==> config.mk <==
export PLATFORM = sky130hd
export DESIGN_NAME = ddr3_iod_dly_ctrl_flat
export DESIGN_NICKNAME = d
export VERILOG_FILES = /design/src/rtl/ddr3_iod_dly_pkg.sv /design/src/rtl/ddr3_iod_dly_if.sv /design/src/rtl/ddr3_iod_dly_timer.sv /design/src/rtl/ddr3_iod_dly_ctrl.sv /design/src/flat_wrapper.sv
export SDC_FILE = /design/constraint.sdc
export NUM_CORES = 1
export LEC_CHECK = 0
export ABC_AREA = 1
export BUFFER_PORTS_ARGS = -buffer_cell sky130_fd_sc_hd__buf_2
export CORE_UTILIZATION = 52
export CTS_CLUSTER_DIAMETER = 50
export DETAILED_ROUTE_END_ITERATION = 7
export GPL_TIMING_DRIVEN = 0
export PLACE_DENSITY = 0.76
export SLEW_MARGIN = 5
export SYNTH_ARGS = -nofsm -noshare
export SYNTH_HDL_FRONTEND = slang
export SYNTH_SLANG_ARGS = --single-unit
==> constraint.sdc <==
create_clock -name FAB_CLK -period 1.4 [get_ports FAB_CLK]
set_input_delay 0.14 -clock FAB_CLK [delete_from_list [all_inputs] [get_ports FAB_CLK]]
set_output_delay 0.14 -clock FAB_CLK [all_outputs]
set_load 0.005 [all_outputs]
==> src/rtl/ddr3_iod_dly_pkg.sv <==
// ----------------------------------------------------------------------------
// ddr3_iod_dly_pkg
// Shared types and constants for the DDR3 IOD delay-line sequencer.
//   TAP_W_DEF   : default tap counter width
//   dly_state_e : sequencer states
//   max_u       : elaboration-time helper used to size the shared timer
// ----------------------------------------------------------------------------
package ddr3_iod_dly_pkg;

    localparam int unsigned TAP_W_DEF = 8;

    typedef enum logic [2:0] {
        ST_INIT_LOAD = 3'd0,
        ST_SETTLE    = 3'd1,
        ST_IDLE      = 3'd2,
        ST_DIR       = 3'd3,
        ST_MOVE      = 3'd4,
        ST_GAP       = 3'd5,
        ST_FIN       = 3'd6
    } dly_state_e;

    function automatic int unsigned max_u(input int unsigned a, input int unsigned b);
        return (a > b) ? a : b;
    endfunction

endpackage

==> src/rtl/ddr3_iod_dly_if.sv <==
// ----------------------------------------------------------------------------
// ddr3_iod_dly_if
// Request/status bundle between the training logic (master) and the
// delay-line sequencer (slave).
//   REQ_VALID / REQ_READY : request handshake
//   REQ_LOAD              : reload the delay line to its static tap
//   REQ_TAP               : absolute target tap
//   DONE                  : one-cycle completion pulse
//   ERR_RANGE             : last request aborted on IOD saturation (sticky)
//   CUR_TAP               : tracked current tap
// ----------------------------------------------------------------------------
interface ddr3_iod_dly_if
    import ddr3_iod_dly_pkg::*;
#(
    parameter int unsigned TAP_W = TAP_W_DEF
);

    logic             REQ_VALID;
    logic             REQ_READY;
    logic             REQ_LOAD;
    logic [TAP_W-1:0] REQ_TAP;
    logic             DONE;
    logic             ERR_RANGE;
    logic [TAP_W-1:0] CUR_TAP;

    modport master (
        output REQ_VALID,
        output REQ_LOAD,
        output REQ_TAP,
        input  REQ_READY,
        input  DONE,
        input  ERR_RANGE,
        input  CUR_TAP
    );

    modport slave (
        input  REQ_VALID,
        input  REQ_LOAD,
        input  REQ_TAP,
        output REQ_READY,
        output DONE,
        output ERR_RANGE,
        output CUR_TAP
    );

endinterface

==> src/rtl/ddr3_iod_dly_timer.sv <==
// ----------------------------------------------------------------------------
// ddr3_iod_dly_timer
// Loadable down-counter shared by the GAP and SETTLE waits. Loading N gives
// N+1 cycles (counts N..0) before expired_c is seen in the waiting state.
//   clk       : clock, rising edge
//   rst       : synchronous active-high reset
//   load      : load load_val on the next edge (wins over counting)
//   load_val  : value to load
//   expired_c : count has reached zero (combinational from the count flop)
// ----------------------------------------------------------------------------
module ddr3_iod_dly_timer
    import ddr3_iod_dly_pkg::*;
#(
    parameter int unsigned CNT_W = 3
) (
    input  logic             clk,
    input  logic             rst,
    input  logic             load,
    input  logic [CNT_W-1:0] load_val,
    output logic             expired_c
);

    logic [CNT_W-1:0] cnt_q;
    logic [CNT_W-1:0] cnt_d;

    // Load has priority; otherwise count down and stick at zero.
    always_comb begin
        cnt_d = cnt_q;
        if (load) begin
            cnt_d = load_val;
        end else if (cnt_q != '0) begin
            cnt_d = cnt_q - CNT_W'(1);
        end
    end

    always_ff @(posedge clk) begin
        if (rst) begin
            cnt_q <= '0;
        end else begin
            cnt_q <= cnt_d;
        end
    end

    assign expired_c = (cnt_q == '0);

endmodule

==> src/rtl/ddr3_iod_dly_ctrl.sv <==
// ----------------------------------------------------------------------------
// ddr3_iod_dly_ctrl
// Converts an absolute tap request into the IOD MOVE/DIRECTION/LOAD pulse
// protocol for one delay line, tracking the current tap and reporting IOD
// saturation. Single clock domain (FAB_CLK).
//   FAB_CLK                 : clock, rising edge
//   SYNC_RST                : synchronous active-high reset; replays INIT_LOAD
//   req_if                  : request/status bundle (slave side)
//   DELAY_LINE_MOVE         : one-cycle step pulse to the IOD
//   DELAY_LINE_DIRECTION    : step direction, 1 = increment
//   DELAY_LINE_LOAD         : one-cycle reload pulse to the IOD
//   DELAY_LINE_OUT_OF_RANGE : IOD saturation flag, same clock domain
// ----------------------------------------------------------------------------
module ddr3_iod_dly_ctrl
    import ddr3_iod_dly_pkg::*;
#(
    parameter int unsigned TAP_W         = TAP_W_DEF,
    parameter int unsigned LOAD_TAP      = 1,
    parameter int unsigned MAX_TAP       = 127,
    parameter int unsigned STEP_GAP      = 3,
    parameter int unsigned SETTLE_CYCLES = 4
) (
    input  logic          FAB_CLK,
    input  logic          SYNC_RST,
    ddr3_iod_dly_if.slave req_if,
    output logic          DELAY_LINE_MOVE,
    output logic          DELAY_LINE_DIRECTION,
    output logic          DELAY_LINE_LOAD,
    input  logic          DELAY_LINE_OUT_OF_RANGE
);

    localparam int unsigned TMR_W = $clog2(max_u(STEP_GAP, SETTLE_CYCLES) + 1);

    localparam logic [TAP_W-1:0] LOAD_TAP_V = TAP_W'(LOAD_TAP);
    localparam logic [TAP_W-1:0] MAX_TAP_V  = TAP_W'(MAX_TAP);
    localparam logic [TMR_W-1:0] GAP_LD     = TMR_W'(STEP_GAP - 1);
    localparam logic [TMR_W-1:0] SETTLE_LD  = TMR_W'(SETTLE_CYCLES - 1);

    dly_state_e       state_q,    state_d;
    logic [TAP_W-1:0] cur_tap_q,  cur_tap_d;
    logic [TAP_W-1:0] target_q,   target_d;
    logic             dir_q,      dir_d;
    logic             move_q,     move_d;
    logic             load_q,     load_d;
    logic             done_q,     done_d;
    logic             ready_q,    ready_d;
    logic             err_q,      err_d;
    logic             from_req_q, from_req_d;

    logic             tmr_load_c;
    logic [TMR_W-1:0] tmr_val_c;
    logic             tmr_expired_c;
    logic [TAP_W-1:0] req_tap_clamped_c;
    logic [TAP_W-1:0] tap_step_c;
    logic [TAP_W-1:0] tap_unstep_c;
    logic             accept_c;

    ddr3_iod_dly_timer #(
        .CNT_W (TMR_W)
    ) u_timer (
        .clk       (FAB_CLK),
        .rst       (SYNC_RST),
        .load      (tmr_load_c),
        .load_val  (tmr_val_c),
        .expired_c (tmr_expired_c)
    );

    // Clamp keeps the tracked tap inside [0, MAX_TAP], so it never wraps.
    assign req_tap_clamped_c = (req_if.REQ_TAP > MAX_TAP_V) ? MAX_TAP_V : req_if.REQ_TAP;
    assign accept_c          = req_if.REQ_VALID & ready_q;
    assign tap_step_c        = dir_q ? (cur_tap_q + TAP_W'(1)) : (cur_tap_q - TAP_W'(1));
    assign tap_unstep_c      = dir_q ? (cur_tap_q - TAP_W'(1)) : (cur_tap_q + TAP_W'(1));

    // Next-state and registered-output logic.
    always_comb begin
        state_d    = state_q;
        cur_tap_d  = cur_tap_q;
        target_d   = target_q;
        dir_d      = dir_q;
        err_d      = err_q;
        from_req_d = from_req_q;
        move_d     = 1'b0;
        load_d     = 1'b0;
        done_d     = 1'b0;
        ready_d    = 1'b0;
        tmr_load_c = 1'b0;
        tmr_val_c  = '0;

        unique case (state_q)
            // Out of reset load_q is 0, so the pulse is issued here first;
            // a load request arrives with load_q already set by IDLE.
            ST_INIT_LOAD: begin
                if (!load_q) begin
                    load_d    = 1'b1;
                    cur_tap_d = LOAD_TAP_V;
                end else begin
                    state_d    = ST_SETTLE;
                    tmr_load_c = 1'b1;
                    tmr_val_c  = SETTLE_LD;
                end
            end

            ST_SETTLE: begin
                if (tmr_expired_c) begin
                    if (from_req_q) begin
                        state_d    = ST_FIN;
                        done_d     = 1'b1;
                        from_req_d = 1'b0;
                    end else begin
                        state_d = ST_IDLE;
                        ready_d = 1'b1;
                    end
                end
            end

            ST_IDLE: begin
                ready_d = 1'b1;
                if (accept_c) begin
                    ready_d  = 1'b0;
                    err_d    = 1'b0;
                    target_d = req_tap_clamped_c;
                    if (req_if.REQ_LOAD) begin
                        state_d    = ST_INIT_LOAD;
                        load_d     = 1'b1;
                        cur_tap_d  = LOAD_TAP_V;
                        from_req_d = 1'b1;
                    end else if (req_tap_clamped_c == cur_tap_q) begin
                        state_d = ST_FIN;
                        done_d  = 1'b1;
                    end else begin
                        state_d = ST_DIR;
                        dir_d   = (req_tap_clamped_c > cur_tap_q);
                    end
                end
            end

            // DIRECTION is already stable here, one cycle ahead of the first MOVE.
            ST_DIR: begin
                state_d   = ST_MOVE;
                move_d    = 1'b1;
                cur_tap_d = tap_step_c;
            end

            ST_MOVE: begin
                state_d    = ST_GAP;
                tmr_load_c = 1'b1;
                tmr_val_c  = GAP_LD;
            end

            // Saturation means the IOD ignored the last step: take it back.
            ST_GAP: begin
                if (DELAY_LINE_OUT_OF_RANGE) begin
                    state_d   = ST_FIN;
                    done_d    = 1'b1;
                    err_d     = 1'b1;
                    cur_tap_d = tap_unstep_c;
                end else if (tmr_expired_c) begin
                    if (cur_tap_q == target_q) begin
                        state_d = ST_FIN;
                        done_d  = 1'b1;
                    end else begin
                        state_d   = ST_MOVE;
                        move_d    = 1'b1;
                        cur_tap_d = tap_step_c;
                    end
                end
            end

            ST_FIN: begin
                state_d = ST_IDLE;
                ready_d = 1'b1;
            end

            default: begin
                state_d = ST_INIT_LOAD;
            end
        endcase
    end

    // State and output registers; reset replays the init load.
    always_ff @(posedge FAB_CLK) begin
        if (SYNC_RST) begin
            state_q    <= ST_INIT_LOAD;
            cur_tap_q  <= LOAD_TAP_V;
            target_q   <= '0;
            dir_q      <= 1'b0;
            move_q     <= 1'b0;
            load_q     <= 1'b0;
            done_q     <= 1'b0;
            ready_q    <= 1'b0;
            err_q      <= 1'b0;
            from_req_q <= 1'b0;
        end else begin
            state_q    <= state_d;
            cur_tap_q  <= cur_tap_d;
            target_q   <= target_d;
            dir_q      <= dir_d;
            move_q     <= move_d;
            load_q     <= load_d;
            done_q     <= done_d;
            ready_q    <= ready_d;
            err_q      <= err_d;
            from_req_q <= from_req_d;
        end
    end

    assign DELAY_LINE_MOVE      = move_q;
    assign DELAY_LINE_DIRECTION = dir_q;
    assign DELAY_LINE_LOAD      = load_q;
    assign req_if.REQ_READY     = ready_q;
    assign req_if.DONE          = done_q;
    assign req_if.ERR_RANGE     = err_q;
    assign req_if.CUR_TAP       = cur_tap_q;

endmodule

==> src/flat_wrapper.sv <==
// flat-port wrapper written by rule: the top's interface ports become plain ports
module ddr3_iod_dly_ctrl_flat import ddr3_iod_dly_pkg::*;
#(
    parameter int unsigned TAP_W         = TAP_W_DEF,
    parameter int unsigned LOAD_TAP      = 1,
    parameter int unsigned MAX_TAP       = 127,
    parameter int unsigned STEP_GAP      = 3,
    parameter int unsigned SETTLE_CYCLES = 4
)
  (FAB_CLK, SYNC_RST, DELAY_LINE_MOVE, DELAY_LINE_DIRECTION, DELAY_LINE_LOAD, DELAY_LINE_OUT_OF_RANGE, req_if_REQ_VALID, req_if_REQ_LOAD, req_if_REQ_TAP, req_if_REQ_READY, req_if_DONE, req_if_ERR_RANGE, req_if_CUR_TAP);
  ddr3_iod_dly_if #(.TAP_W(TAP_W)) req_if_i ();
  input  logic FAB_CLK;
  input  logic SYNC_RST;
  output logic DELAY_LINE_MOVE;
  output logic DELAY_LINE_DIRECTION;
  output logic DELAY_LINE_LOAD;
  input  logic DELAY_LINE_OUT_OF_RANGE;
  input wire logic [$bits(req_if_i.REQ_VALID)-1:0] req_if_REQ_VALID;
  input wire logic [$bits(req_if_i.REQ_LOAD)-1:0] req_if_REQ_LOAD;
  input wire logic [$bits(req_if_i.REQ_TAP)-1:0] req_if_REQ_TAP;
  output wire logic [$bits(req_if_i.REQ_READY)-1:0] req_if_REQ_READY;
  output wire logic [$bits(req_if_i.DONE)-1:0] req_if_DONE;
  output wire logic [$bits(req_if_i.ERR_RANGE)-1:0] req_if_ERR_RANGE;
  output wire logic [$bits(req_if_i.CUR_TAP)-1:0] req_if_CUR_TAP;
  assign req_if_i.REQ_VALID = req_if_REQ_VALID;
  assign req_if_i.REQ_LOAD = req_if_REQ_LOAD;
  assign req_if_i.REQ_TAP = req_if_REQ_TAP;
  assign req_if_REQ_READY = req_if_i.REQ_READY;
  assign req_if_DONE = req_if_i.DONE;
  assign req_if_ERR_RANGE = req_if_i.ERR_RANGE;
  assign req_if_CUR_TAP = req_if_i.CUR_TAP;
  ddr3_iod_dly_ctrl #(.TAP_W(TAP_W), .LOAD_TAP(LOAD_TAP), .MAX_TAP(MAX_TAP), .STEP_GAP(STEP_GAP), .SETTLE_CYCLES(SETTLE_CYCLES)) u_core (.FAB_CLK(FAB_CLK), .SYNC_RST(SYNC_RST), .req_if(req_if_i), .DELAY_LINE_MOVE(DELAY_LINE_MOVE), .DELAY_LINE_DIRECTION(DELAY_LINE_DIRECTION), .DELAY_LINE_LOAD(DELAY_LINE_LOAD), .DELAY_LINE_OUT_OF_RANGE(DELAY_LINE_OUT_OF_RANGE));
endmodule
==> flow_summary_export.csv <==
group,metric,value,unit
setup_path,cp_cell_sequence,"buf_6, buf_6, xnor2_2, nand2_2, nor2_4, buf_6, nand2_2, nand2_1, nand2_1, nand2_1, nand2_1, a21oi_1",
setup_path,r2r_end,"u_core.state_q[1]",
sta,clock_skew,5.42,ps
sta,rsz0062_at_grt,"yes",
setup_path,worstRegToRegCells,12,
setup_path,worstPathArrival,1900,ps
pwr,power,3850,uW
clock_tree,cts_buffers,5,
drt,dr.pass1.iters,6,
sta,fin_ws,-282,ps
yosys,avgSynthCellArea,6.48,um^2
setup_path,regToRegSetupSlack,-280,ps
drt,drt_iter0_markers,227,
floorplanning,die-area,4180,um^2
floorplanning,die_w,64.7,um
placed_design,dp_hpwl,3630,um
pwr,max-vdd-ir-drop,0.786,mV
setup_path,crit_path_end,"u_core.state_q[1]",
yosys,synth_area,2040,um^2
clock_tree,cts_max_level,2,
grt,busiest_layer,"met2",
floorplanning,start_util,0.549,
run,cap_violations,0,
setup_path,worstPathRequired,1610,ps
floorplanning,io_pins,27,
grt,grt_max_degree,11,
grt,grtUsageTotal,0.266,
setup_path,end_kind,"register",
drt,num_vias,2338,
placed_design,gp_congestion,0.881,
clock_tree,path_clk_slew,60,ps
sta,slew_violations,0,
setup_path,cpMostUsedCell,"nand2_1",
yosys,yosysTopAreaCell,"dfxtp_1",
clock_tree,cts_buffer_depth,2,
setup_path,criticalPathCategory,"reg -> reg",
sta,finalSetupViolations,14,
sta,slew_headroom,0.583,
clock_tree,tritoncts,"done",
final_layout,drive_above_1_share,0.420,
yosys,syn_inst,315,
drt,wl_per_cell,15.0,um
yosys,yosysUniqueCellTypes,31,
sta,tightest_slew,625,ps
setup_path,r2r_start,"u_core.req_if.CUR_TAP[3]",
setup_path,slowest_delay,320,ps
setup_path,worstSetupStartpointType,"register",
grt,use_met2,0.413,
setup_path,cp.buffers_inverters,3,
yosys,synth_area_leaders,"dfxtp_1 (28%), nand2_1 (16%), ha_1 (7.4%), inv_1 (6.1%), a21oi_1 (5.9%)",
clock_tree,ctsHoldBuffers,0,
pwr,leakage,0.00128,uW
drt,drc,0,
clock_tree,cts.sinks,29,
run_status,violations,"negative setup slack",
grt,antenna_found_initial,0,
floorplanning,dieHeight,64.7,um
floorplanning,rows,22,
floorplanning,coreArea,3720,um^2
sta,clock.fmax,594,MHz
setup_path,crit_family,"simple AND/OR/NAND/NOR gates",
drt,routed_via_density,5.61,
final_layout,final_common_cell,"nand2_1",
yosys,ys_seq_area_frac,0.284,
setup_path,crit_start,"u_core.req_if.CUR_TAP[3]",
grt,gr-total-overflow,0,
grt,grt_pass1_vias,1846,
setup_path,crit_path_max_fanout,5,
run_status,status,"complete, but fails checks",
yosys,ys_seq_elements,29,
sta,min_period,1680,ps
yosys,syn_nets,340,
grt,met3_usage,0.0546,
final_layout,antenna_cells,0,
clock_tree,clockRootBuffer,"clkbuf_8",
final_layout,layout_common_cells,"nand2_1 (69), buf_2 (25), inv_1 (22), a21oi_1 (22), nand2_2 (20)",
final_layout,areaGrowthSynthToFinish,39.6,%
setup_path,cp_num_cells,12,
sta,finalHoldViolations,0,
placed_design,portBuffers,25,
clock_tree,clkLatencyLatePin,290,ps
hold_path,hold_path_class,"in -> reg",
grt,grt.met1_usage,0.360,
drt,antenna_left,0,
placed_design,place_ws,-374,ps
grt,grt_first_pass_wirelength,8540,um
pwr,power_per_cell_area,1350,nW/um^2
yosys,ys_warn_count,0,
final_layout,nNetsFinal,393,
yosys,synth_top_area_frac,0.284,
sta,fin_crit_sh,1.20,
setup_path,crit_slowest_cell,"dfxtp_2",
drt,wl,6270,um
## metrics by stage
stage	TNS, ps	utilization	instance area, um^2	hold WS (ps)	cells
6_report	-2450	0.767	2850	111	417
5_1_grt	-3480	0.767	2850	148	417
4_1_cts	-981	0.695	2580	122	410
3_5_place_dp	-3100	0.614	2280	422	388
3_3_place_gp	-2680	0.614	2280	402	388
2_1_floorplan	-49.1	-	2100	303	315
## metal layers
metal / vias up / part of all wire / wire (um)
li1: 1122 / - / -
met1: 1072 / 0.42 / 2600
met2: 125 / 0.49 / 3070
met3: 19 / 0.072 / 452
met4: 0 / 0.022 / 140
met5: - / 0 / 0
## synth_stat cells (all sizes together)
master and count:
mux2i 1, or2 6, nand3 18, ha 12
a21oi 24, nand2 92, a211oi 1, xor2 8
inv 37, nand4 6, nor3b 2, xnor2 5
dfxtp 29, clkbuf 4, o21ai 21, conb 1
nor2 35, nor3 1, a31oi 4, and3 1
o211ai 2, buf 5
## power by group
group	leakage, uW	total, uW	internal, uW	switching, uW
clock network	0.0000566	850	508	342
registers	0.000243	1110	964	141
logic	0.000978	1900	771	1130
total	0.00128	3850	2240	1610
## flip-flops by register name, indices dropped and copies added (netlist names)
| register | count |
|---|---|
| u_core.DELAY_LINE_LOAD | 1 |
| u_core.state_q | 3 |
| u_core.u_timer.cnt_q | 3 |
| u_core.target_q | 8 |
| u_core.DELAY_LINE_MOVE | 1 |
| u_core.req_if.ERR_RANGE | 1 |
| u_core.req_if.REQ_READY | 1 |
| u_core.DELAY_LINE_DIRECTION | 1 |
| u_core.from_req_q | 1 |
| u_core.req_if.CUR_TAP | 8 |
| u_core.req_if.DONE | 1 |
## worst register-to-register path, cell delays in order, from the launching register on
cell     delay (ps)
dfxtp_2         320
buf_6           130
buf_6           120
xnor2_2         170
nand2_2          90
nor2_4          130
buf_6           120
nand2_2          60
nand2_1          80
nand2_1          80
nand2_1         100
nand2_1          80
a21oi_1         130
## layout make-up
| cell class | count | area (um^2) |
|---|---|---|
| sequential | 29 | 613 |
| inverter | 37 | 149 |
| multi-input combinational | 240 | 1530 |
| fill | 268 | 866 |
| clock buffer | 8 | 111 |
| timing repair buffer | 47 | 320 |
| buffer | 8 | 67.6 |
| tap | 48 | 60.1 |
## how the worst min path moves through the flow
stage | from | to | depth (start not counted)
6_report | req_if_REQ_TAP[0] | u_core.target_q[0] | 3
5_1_grt | req_if_REQ_LOAD | u_core.DELAY_LINE_LOAD | 3
4_1_cts | req_if_REQ_TAP[0] | u_core.target_q[0] | 3
3_5_place_dp | req_if_REQ_TAP[0] | u_core.target_q[0] | 3
3_3_place_gp | req_if_REQ_TAP[0] | u_core.target_q[0] | 3
2_1_floorplan | req_if_REQ_TAP[0] | u_core.target_q[0] | 2
## cell families (layout without fill, tap and decap cells)
group                    Yosys count  in the layout  share of synthesized area
AO/OA/AOI/OAI                     52             52                      0.143
XOR/XNOR                          13             13                     0.0558
adder cells (fa/ha/maj)           12             12                     0.0735
buffers and inverters             46            100                     0.0919
flip-flops                        29             29                      0.284
other                              1              1                    0.00184
multiplexers                       1              1                    0.00490
AND/OR/NAND/NOR                  161            161                      0.344
## timing repair
action / 4_1_cts / 5_1_grt
setup endpoints to repair: 21 / 24
pin swaps: 10 / 20
resized for setup: 33 / 61
cloned: 1 / 0
buffers inserted: 14 / 7
No activity file was read; power rests on OpenSTA's default activity.
